$ cat src/rtl/rgb2bayer_pkg.sv
// rgb2bayer_pkg: CFA phase constants and channel-select encoding shared by rgb2bayer and bayer2rgb.
package rgb2bayer_pkg;
  localparam int CNT_W = 10;
  localparam logic [1:0] PAT_RGGB = 2'd0;
  localparam logic [1:0] PAT_GRBG = 2'd1;
  localparam logic [1:0] PAT_GBRG = 2'd2;
  localparam logic [1:0] PAT_BGGR = 2'd3;
  typedef enum logic [1:0] {CH_R = 2'd0, CH_G = 2'd1, CH_B = 2'd2} chan_e;
  // phase is {row parity, col parity} already XOR'd with the pattern's {row-swap, col-swap}
  function automatic chan_e chan_sel(input logic [1:0] phase);
    return phase == 2'b00 ? CH_R : phase == 2'b11 ? CH_B : CH_G;
  endfunction
endpackage

$ cat src/rtl/bayer_pos_cnt.sv
// bayer_pos_cnt: vsync edge detect and x/y pixel position counters; reports the current
// pixel's {row, col} parity and whether it is the last pixel of the frame.
module bayer_pos_cnt
  import rgb2bayer_pkg::*;
#(
  parameter int DISP_WIDTH = 402,
  parameter int DISP_HIGHT = 402
) (
  input  logic       clk,
  input  logic       rst_n,
  input  logic       i_vsync,
  input  logic       i_valid,
  output logic [1:0] o_parity,
  output logic       o_last
);
  logic             r_vsync_d1;
  logic [CNT_W-1:0] r_x, r_y;
  logic [CNT_W-1:0] w_x, w_y;
  logic             w_rise, w_x_end, w_y_end;
  // a vsync edge restarts the frame before this cycle's pixel is counted
  assign w_rise   = i_vsync & ~r_vsync_d1;
  assign w_x      = w_rise ? '0 : r_x;
  assign w_y      = w_rise ? '0 : r_y;
  assign w_x_end  = w_x == CNT_W'(DISP_WIDTH - 1);
  assign w_y_end  = w_y == CNT_W'(DISP_HIGHT - 1);
  assign o_parity = {w_y[0], w_x[0]};
  assign o_last   = i_valid & w_x_end & w_y_end;
  always_ff @(posedge clk or negedge rst_n) begin
    if (!rst_n) begin
      r_vsync_d1 <= 1'b0;
      r_x        <= '0;
      r_y        <= '0;
    end else begin
      r_vsync_d1 <= i_vsync;
      r_x        <= !i_valid ? w_x : w_x_end ? '0 : w_x + 1'b1;
      r_y        <= !(i_valid && w_x_end) ? w_y : w_y_end ? '0 : w_y + 1'b1;
    end
  end
endmodule

$ cat src/rtl/rgb2bayer.sv
// rgb2bayer: converts a 24-bit RGB pixel stream into an 8-bit Bayer mosaic stream
// with one cycle of latency, selecting the channel from the pixel's CFA position.
module rgb2bayer
  import rgb2bayer_pkg::*;
#(
  parameter int DISP_WIDTH    = 402,
  parameter int DISP_HIGHT    = 402,
  parameter int BAYER_PATTERN = 0
) (
  input  logic        clk,
  input  logic        rst_n,
  input  logic        frame_vsync,
  input  logic        data_in_valid,
  input  logic [23:0] data_in,
  output logic        data_out_valid,
  output logic [7:0]  data_out,
  output logic        frame_vsync_out,
  output logic        frame_done
);
  logic [1:0] w_parity;
  logic       w_last;
  chan_e      w_chan;
  logic [7:0] w_pix;
  logic [7:0] r_data;
  logic       r_valid, r_vsync, r_done;
  bayer_pos_cnt #(
    .DISP_WIDTH(DISP_WIDTH),
    .DISP_HIGHT(DISP_HIGHT)
  ) u_pos (
    .clk     (clk),
    .rst_n   (rst_n),
    .i_vsync (frame_vsync),
    .i_valid (data_in_valid),
    .o_parity(w_parity),
    .o_last  (w_last)
  );
  assign w_chan = chan_sel(w_parity ^ 2'(BAYER_PATTERN));
  assign w_pix  = w_chan == CH_R ? data_in[23:16] : w_chan == CH_B ? data_in[7:0] : data_in[15:8];
  always_ff @(posedge clk or negedge rst_n) begin
    if (!rst_n) begin
      r_data  <= '0;
      r_valid <= 1'b0;
      r_vsync <= 1'b0;
      r_done  <= 1'b0;
    end else begin
      r_valid <= data_in_valid;
      r_vsync <= frame_vsync;
      r_done  <= w_last;
      if (data_in_valid) r_data <= w_pix;
    end
  end
  assign data_out        = r_data;
  assign data_out_valid  = r_valid;
  assign frame_vsync_out = r_vsync;
  assign frame_done      = r_done;
endmodule

$ cat config.mk
export PLATFORM = sky130hd
export DESIGN_NAME = rgb2bayer
export DESIGN_NICKNAME = d
export VERILOG_FILES = /design/src/rtl/rgb2bayer_pkg.sv /design/src/rtl/bayer_pos_cnt.sv /design/src/rtl/rgb2bayer.sv
export SDC_FILE = /design/constraint.sdc
export NUM_CORES = 1
export LEC_CHECK = 0
export CAP_MARGIN = 10
export CORE_MARGIN = 8
export CORE_UTILIZATION = 32
export CTS_CLUSTER_SIZE = 16
export DETAILED_ROUTE_END_ITERATION = 8
export HOLD_SLACK_MARGIN = 0.08
export PLACE_DENSITY = 0.67
export SETUP_SLACK_MARGIN = 0.4
export SLEW_MARGIN = 10
export SYNTH_ARGS = -nofsm -noshare
export SYNTH_HDL_FRONTEND = slang
export SYNTH_SLANG_ARGS = --single-unit
$ cat constraint.sdc
create_clock -name clk -period 2.9 [get_ports clk]
set_input_delay 0.29 -clock clk [delete_from_list [all_inputs] [get_ports clk]]
set_output_delay 0.29 -clock clk [all_outputs]
set_load 0.02 [all_outputs]
# Word level (Yosys, flattened, before mapping)
# Cells that the tools add are included.
# totals
out_inout_bits,11
register_bits,31
mem_bits_rw,0
elab_cells,29
latch_bits,0
rom_bits,0
mem_count,0
inputBits,28
# classes
shifts,0
n_mul,0
n_bitwise,4
order_cmp,0
reduce_logical,3
div,0
n_eq_ne,4
add_sub_neg,2
muxes,10
# op_table
cell,count
$mux W10,6
$add A10 B1 Y10 const B,2
$eq A10 B9 Y1 const B,2
$mux W8,2
$eq A2 B2 Y1 const B,2
$logic_not A2 Y1,2
$mux W2,2
$and A1 B1 Y1,3
$logic_and A1 B1 Y1,1
$not A1 Y1,1

# Logic depth before layout (Yosys ltp)
# Gate-level depths: netlist (run 1).
# logic_depth
word_depth,9
depth_mapped,9
depth_no_buf,8

# By module
# From an unflattened synthesis (run 1), not the netlist that was laid out.
# unflattened
hier_cells,181
area_unflattened_um2,1863.0
# by_module_without_submodules
module,instances,cells_each,seq_area_each_um2,area_each_um2
bayer_pos_cnt,1,133,525.5,1262.5
rgb2bayer,1,48,275.3,600.6

# Least setup slack after synthesis (run 1)
# Ideal clock, no wire load.
# synth_path
path_type,register to register
from,register u_pos.r_vsync_d1
to,register u_pos.r_y[6]
path_buffers,2
path_slack_ps,741
arrival_ps,2081
required_time_ps,2822
path_stages_with_launch,9
setup_ps,78
period_less_slack_ps,2159
path_cell_list,dfrtp_1 nand2b_1 buf_2 clkbuf_1 and2_1 ha_1 nand2_1 or4_1 a21oi_1
# synth_via
elab_chain_cells,6
elab_cells_between_ends,10
cone_classes,add/sub (1); eq/ne (2); mux (4); bitwise (2); reduce/logical (1)
# synth_lines
item,line,text
start: declaration,bayer_pos_cnt.sv:16,logic r_vsync_d1;
start signal: assignment,bayer_pos_cnt.sv:34,r_vsync_d1 <= i_vsync;
$not A1 Y1 *,bayer_pos_cnt.sv:21,assign w_rise = i_vsync & ~r_vsync_d1;
$and A1 B1 Y1 *,bayer_pos_cnt.sv:21,
$mux W10 (on tied branches),"bayer_pos_cnt.sv:23, bayer_pos_cnt.sv:22",
$add A10 B1 Y10 (tied with other cells),bayer_pos_cnt.sv:36,r_y <= !(i_valid && w_x_end) ? w_y : w_y_end ? '0 : w_y + 1'b1;
$mux W10 or $logic_and A1 B1 Y1 (tied branches),bayer_pos_cnt.sv:36,
$mux W10 *,bayer_pos_cnt.sv:36,
end signal: assignment,bayer_pos_cnt.sv:36,
end: declaration,bayer_pos_cnt.sv:17,"logic [CNT_W-1:0] r_x, r_y;"
# Every way passes the cells marked *; elsewhere a longest branch is shown, timed or not.
# A chain may end at the register's enable or synchronous reset.

# Final worst setup path (run 1)
# layout_path
from,input frame_vsync
to,register u_pos.r_y[6]
# layout_via
elab_chain_cells,5
elab_cells_between_ends,9
cone_classes,add/sub (1); eq/ne (2); mux (4); bitwise (1); reduce/logical (1)
# layout_lines
item,line,text
start: declaration,rgb2bayer.sv:12,"input logic frame_vsync,"
$and A1 B1 Y1 *,bayer_pos_cnt.sv:21,
$mux W10 (on tied branches),"bayer_pos_cnt.sv:23, bayer_pos_cnt.sv:22",
$add A10 B1 Y10 (tied with other cells),bayer_pos_cnt.sv:36,
$mux W10 or $logic_and A1 B1 Y1 (tied branches),bayer_pos_cnt.sv:36,
$mux W10 *,bayer_pos_cnt.sv:36,
# Marked as above.

==> flow_metrics.env, run 1 <==
export IMPL_min_period_ns=2.27
export IMPL_core_um2=5440
export IMPL_cap_viol_max_count=0
export IMPL_arrival_ns=2.48
export IMPL_fin_crit_sh=0.784
export IMPL_drt_pass1_iterations=4
export IMPL_pin_count=39
export IMPL_clkPwrFrac=0.294
export IMPL_end_kind="flip-flop"
export IMPL_wl_per_cell_um=14.5
export IMPL_antenna_left=0
export IMPL_critical_path_class="input port to flip-flop"
export IMPL_async_reset_ff_frac=1.00
export IMPL_p_total_w=0.00112
export IMPL_hold_viol_final=0
export IMPL_grt_pass1_wl_um=7640
export IMPL_p_sw_w=0.000342
export IMPL_antennaDiodeCount=0
export IMPL_gr_total_overflow=0
export IMPL_power_frac_seq=0.463
export IMPL_die_w_um=90.4
export IMPL_rsz0062_at_grt="false"
export IMPL_ys_warn_count=0
export IMPL_drtIter0Drc=103
export IMPL_clk_pin_slew_ns=0.07
export IMPL_final_nets=257
export IMPL_gp_congestion=0.836
export IMPL_powerDensity_nw_per_um2=482
export IMPL_setup_viol=0
export IMPL_clock_path_buffers=2
export IMPL_ys_ff_latch=31
export IMPL_synth_area_um2=1770
export IMPL_cts_tree="done"
export IMPL_rows=27
export IMPL_vias=1553
export IMPL_fin_setup_tns_ns=0
export IMPL_slew_headroom=0.580
export IMPL_max_freq_mhz=440
export IMPL_ys_seq_area_frac=0.438
export IMPL_worstPathMaxFanout=15
export IMPL_dieArea_um2=8170
export IMPL_cts_buffers=5
export IMPL_worst_slew_pin_slew_ns=0.628
export IMPL_dp_hpwl_um=3140
export IMPL_fin_worst_skew_ns=0.00808
export IMPL_synthesis_nets=218
export IMPL_sw_frac_of_total=0.304
export IMPL_grt_max_degree=32
export IMPL_leakage_nw=0.956
export IMPL_antenna_found_initial=0
export IMPL_portBuffers=38
export IMPL_clkSinkCount=31
export IMPL_final_area_um2=2330
export IMPL_synth_edf_count=0
export IMPL_clockRootBuffer="clkbuf_8"
export IMPL_die_h_um=90.4
export IMPL_p_int_w=0.000781
export IMPL_ys_flop_type="dfrtp_1"
export IMPL_routed_via_density=5.21
export IMPL_grt_total_usage=0.113
export IMPL_required_ns=3.11
export IMPL_combPwrFrac=0.244
export IMPL_drive_gt1_frac=0.115
export IMPL_wl_um=4310
export IMPL_start_util=0.326
export IMPL_drv_slew=0
export IMPL_area_growth_pct=31.4
export IMPL_status="finished clean"
export IMPL_cp_start_kind="input port"
export IMPL_syn_area_per_cell_um2=9.53
export IMPL_postPlaceCellArea_um2=2230
export IMPL_grt_pass1_vias=1647
export IMPL_synthCells=186
export IMPL_peakVddDrop_uv=204
export IMPL_hp_class="input port to asynchronous set/reset pin"
export IMPL_hold_buffers=0
export IMPL_clock_latency_ns=0.28
export IMPL_drc=0
export IMPL_post_route_util=0.428
export IMPL_h_tree_depth=2
export IMPL_yosysUniqueCellTypes=40
layer usage:
metal  vias up  GRT usage  routed length (µm)
li1        766          -                   -
met1       739      0.142                2050
met2        43      0.162                1790
met3         5     0.0565                 410
met4         0     0.0416                  61
met5         -          0                   0
worst max-delay path, stage by stage:
cell and delay, ns:
clkdlybuf4s50_1 0.44, nand2b_1 0.16, and2_1 0.23, ha_1 0.17, and4bb_2 0.28, nand4b_4 0.22, or4_1 0.55, a21oi_1 0.15
layout make-up:
class                   count  area (µm²)
fillers                   536        3110
inverters                   3        11.3
repair buffers             43         418
clock buffers               5        68.8
clock inverters             3        15.0
well taps                  72        90.1
multi-input cells         141         950
flip-flops and latches     31         776
cell usage after synthesis (2+ instances only):
cell type / n / share of area
buf_1: 3 / 0.0064
ha_1: 4 / 0.028
buf_2: 2 / 0.0056
nand2_1: 20 / 0.042
o31ai_1: 5 / 0.021
nand4_1: 5 / 0.018
or4_1: 5 / 0.021
and3_1: 2 / 0.0071
or3_1: 2 / 0.0071
clkbuf_1: 6 / 0.013
nand2b_1: 2 / 0.0071
a22oi_1: 8 / 0.034
nand3b_1: 2 / 0.0085
nand3_1: 7 / 0.020
a21oi_1: 14 / 0.040
nor2_1: 18 / 0.038
nor2b_1: 2 / 0.0071
mux2_2: 9 / 0.057
dfrtp_1: 31 / 0.44
inv_1: 3 / 0.0064
xor2_1: 3 / 0.015
a22o_1: 8 / 0.040
o21ai_0: 3 / 0.0085
xnor2_1: 4 / 0.020
nor3_1: 2 / 0.0056
and2_1: 2 / 0.0071
registers in the layout, summed over array words and instances (netlist names):
register / flops
data_out_valid: 1
u_pos.r_y: 10
data_out: 8
u_pos.r_x: 10
frame_done: 1
u_pos.r_vsync_d1: 1
worst paths after layout:
path,startpoint,endpoint,cells past startpoint,slack (ns)
worst max-delay path,frame_vsync,u_pos.r_y[6],8,0.63
worst min-delay path,rst_n,u_pos.r_x[3],2,0.39
worst max register to register,u_pos.r_x[0],u_pos.r_y[6],6,0.64
worst min register to register,u_pos.r_x[8],u_pos.r_x[8],1,0.48
max in group asynchronous,rst_n,u_pos.r_y[3],2,2.21
min in group clk,u_pos.r_x[8],u_pos.r_x[8],1,0.48
timing repair:
item / CTS / global route
buffers inserted: 0 / 1
resized for setup: 0 / 1
setup endpoints to repair: 0 / 7
cells by family (layout without fill, tap and decap cells):
family          after synthesis  in the layout  share of synthesized area
compound gates               44             44                      0.168
xor+xnor                      7              7                     0.0346
fa+ha+maj                     4              4                     0.0282
buf+inv                      14             54                     0.0311
flops                        31             31                      0.438
mux                          10             10                     0.0629
simple gates                 76             76                      0.237
power groups by stage:
stage	clock network, W	logic, W	registers, W
after floorplan	0	0.000130	0.000541
after global placement	0	0.000273	0.000527
after detailed placement	0	0.000275	0.000526
after CTS	0.000342	0.000277	0.000520
after global routing	0.000368	0.000306	0.000526
final	0.000330	0.000274	0.000520
cell usage in the layout, fill, tap and decap left out, drive strengths merged, types with 5 or more instances in the layout:
| cell | synthesis | final |
|---|---|---|
| a21oi | 14 | 14 |
| nand3 | 7 | 7 |
| o31ai | 5 | 5 |
| a22o | 8 | 8 |
| buf | 5 | 5 |
| a22oi | 8 | 8 |
| mux2 | 9 | 9 |
| nand2 | 20 | 20 |
| dfrtp | 31 | 31 |
| clkdlybuf4s50 | 0 | 38 |
| or4 | 5 | 5 |
| nor2 | 18 | 18 |
| nand4 | 5 | 5 |
| clkbuf | 6 | 5 |
metrics by stage:
step | hold WS (ns) | worst slack, ns | std cells
after global routing | 0.438 | 0.394 | 298
final | 0.395 | 0.626 | 298
after global placement | 0.480 | 0.323 | 289
after detailed placement | 0.479 | 0.258 | 289
after floorplan | -0.00559 | 0.741 | 186
after CTS | 0.409 | 0.526 | 297
Note: power is estimated with default switching activity, not from simulation.
==> run 2: changes to the inputs <==
- PLACE_DENSITY: 0.67 -> 0.69
- clock period: 2.9 -> 1.9 ns (I/O delays scaled with it)
==> run 2 against run 1 <==
Compared with the run above: wire length rose by 12%; die area did not move; final cell count up 10%; hold slack got worse by 0.10 ns; sequential power grew 50%; clock skew rose by 0.0020 ns; setup slack worse by 0.62 ns; via count grew 7.7%; combinational power up 110%; highest routed layer unchanged.
==> flow_metrics.env, run 2 (same netlist as run 1, synthesis figures left out) <==
export IMPL_die_h_um=90.4
export IMPL_crit_path_cell_trace="nand2b_4 > and2_4 > ha_4 > and4bb_2 > nand4b_4 > or4_4 > a21oi_2"
export IMPL_rows=27
export IMPL_drive_gt1_frac=0.327
export IMPL_max_freq_mhz=528
export IMPL_drt_pass1_iterations=6
export IMPL_drv_slew=0
export IMPL_dp_hpwl_um=3310
export IMPL_antennaDiodeCount=0
export IMPL_powerDensity_nw_per_um2=727
export IMPL_cap_viol_max_count=0
export IMPL_gr_total_overflow=0
export IMPL_sw_frac_of_total=0.286
export IMPL_leakage_nw=1.20
export IMPL_wl_per_cell_um=14.6
export IMPL_rsz0062_at_grt="true"
export IMPL_final_nets=288
export IMPL_p_int_w=0.00145
export IMPL_layout_common_cells="clkdlybuf4s50_1, dfrtp_1, buf_4"
export IMPL_grt_total_usage=0.126
export IMPL_fin_crit_sh=0.997
export IMPL_drc=0
export IMPL_clock_latency_ns=0.29
export IMPL_dieArea_um2=8170
export IMPL_hold_viol_final=0
export IMPL_h_tree_depth=2
export IMPL_placed_cells=311
export IMPL_peakVddDrop_uv=499
export IMPL_power_frac_seq=0.385
export IMPL_min_period_ns=1.90
export IMPL_final_cells=329
export IMPL_post_route_util=0.513
export IMPL_drtIter0Drc=83
export IMPL_end_kind="flip-flop"
export IMPL_status="finished clean"
export IMPL_wl_um=4810
export IMPL_clkPwrFrac=0.337
export IMPL_worst_slew_pin_slew_ns=0.404
export IMPL_grt_pass1_wl_um=8420
export IMPL_use_met2=0.188
export IMPL_use_met1=0.153
export IMPL_cts_buffers=5
export IMPL_rr_startpoint="u_pos.r_vsync_d1"
export IMPL_met3_usage=0.0707
export IMPL_vias=1672
export IMPL_portBuffers=38
export IMPL_slew_headroom=0.730
export IMPL_clkSinkCount=31
export IMPL_hp_class="input port to asynchronous set/reset pin"
export IMPL_routed_via_density=5.08
export IMPL_worstSetupStartpoint="u_pos.r_vsync_d1"
export IMPL_arrival_ns=2.12
export IMPL_clock_path_buffers=2
export IMPL_setup_viol=0
export IMPL_critical_path_class="flip-flop to flip-flop"
export IMPL_area_growth_pct=57.6
export IMPL_core_um2=5440
export IMPL_cp_start_kind="flip-flop"
export IMPL_clockRootBuffer="clkbuf_8"
export IMPL_final_common_cell="clkdlybuf4s50_1"
export IMPL_worstPathMaxFanout=5
export IMPL_gp_congestion=0.813
export IMPL_clk_pin_slew_ns=0.07
export IMPL_antenna_left=0
export IMPL_p_sw_w=0.000581
export IMPL_max_stage_delay_ns=0.50
export IMPL_start_util=0.326
export IMPL_pin_count=39
export IMPL_fin_worst_skew_ns=0.0101
export IMPL_cts_tree="done"
export IMPL_combPwrFrac=0.278
export IMPL_slowest_stage="or4_4"
export IMPL_required_ns=2.12
export IMPL_grt_pass1_vias=1749
export IMPL_die_w_um=90.4
export IMPL_antenna_found_initial=0
export IMPL_grt_max_degree=32
export IMPL_busiest_layer="met2"
[run 2: final timing paths]
| check | slack, ns | endpoint | cells after the start |
|---|---|---|---|
| setup reg to reg | 0.005 | u_pos.r_y[5] | 7 |
| max in group asynchronous | 1.29 | u_pos.r_vsync_d1 | 2 |
| setup / recovery | 0.005 | u_pos.r_y[5] | 7 |
| hold reg to reg | 0.50 | u_pos.r_x[8] | 1 |
| min in group clk | 0.50 | u_pos.r_x[8] | 1 |
| hold / removal | 0.29 | u_pos.r_y[9] | 2 |
[run 2: power by group through the flow]
stage	sequential [W]	combinational, W	clock [W]
2_1_floorplan	0.000828	0.000223	0
3_3_place_gp	0.000787	0.000499	0
3_5_place_dp	0.000791	0.000503	0
4_1_cts	0.000783	0.000550	0.000699
5_1_grt	0.000792	0.000617	0.000728
6_report	0.000782	0.000566	0.000684
[run 2: timing repair]
item	4_1_cts	5_1_grt
gates cloned	2	0
pin swaps	9	5
hold buffers	0	0
gates resized for setup	20	19
buffers inserted	6	2
setup endpoints to repair	27	34
[run 2: layer usage]
layer  share of wire  up-vias
met4          0.0073        0
met5               0        -
li1                -      826
met3           0.095        7
met2            0.45       67
met1            0.45      772
[run 2: stage by stage]
stage	TNS (ns)	area (µm²)	total power, W	setup WS [ns]	hold WS (ns)
3_3_place_gp	-2.13	2440	0.00129	-0.225	0.481
2_1_floorplan	-0.102	1840	0.00105	-0.0488	-0.106
3_5_place_dp	-2.68	2440	0.00129	-0.267	0.479
4_1_cts	0	2710	0.00203	0.0103	0.315
6_report	0	2790	0.00203	0.00498	0.295
5_1_grt	-0.237	2790	0.00214	-0.0541	0.339
[run 2: critical path, delay by kind of cell, from the launching register on]
family                     cells  cell delay (ns)
adders and majority gates      1             0.11
and+or+nand+nor                5             1.24
AOI/OAI and AO/OA              1             0.13
DFF                            1             0.35
[run 2: layout make-up]
type	count	area, µm²
clock inverter	2	35.0
inverter	3	11.3
sequential	31	777
timing repair buffer	73	684
clock buffer	6	82.6
multi-input combinational	142	1110
fill	486	2650
tap	72	90.1
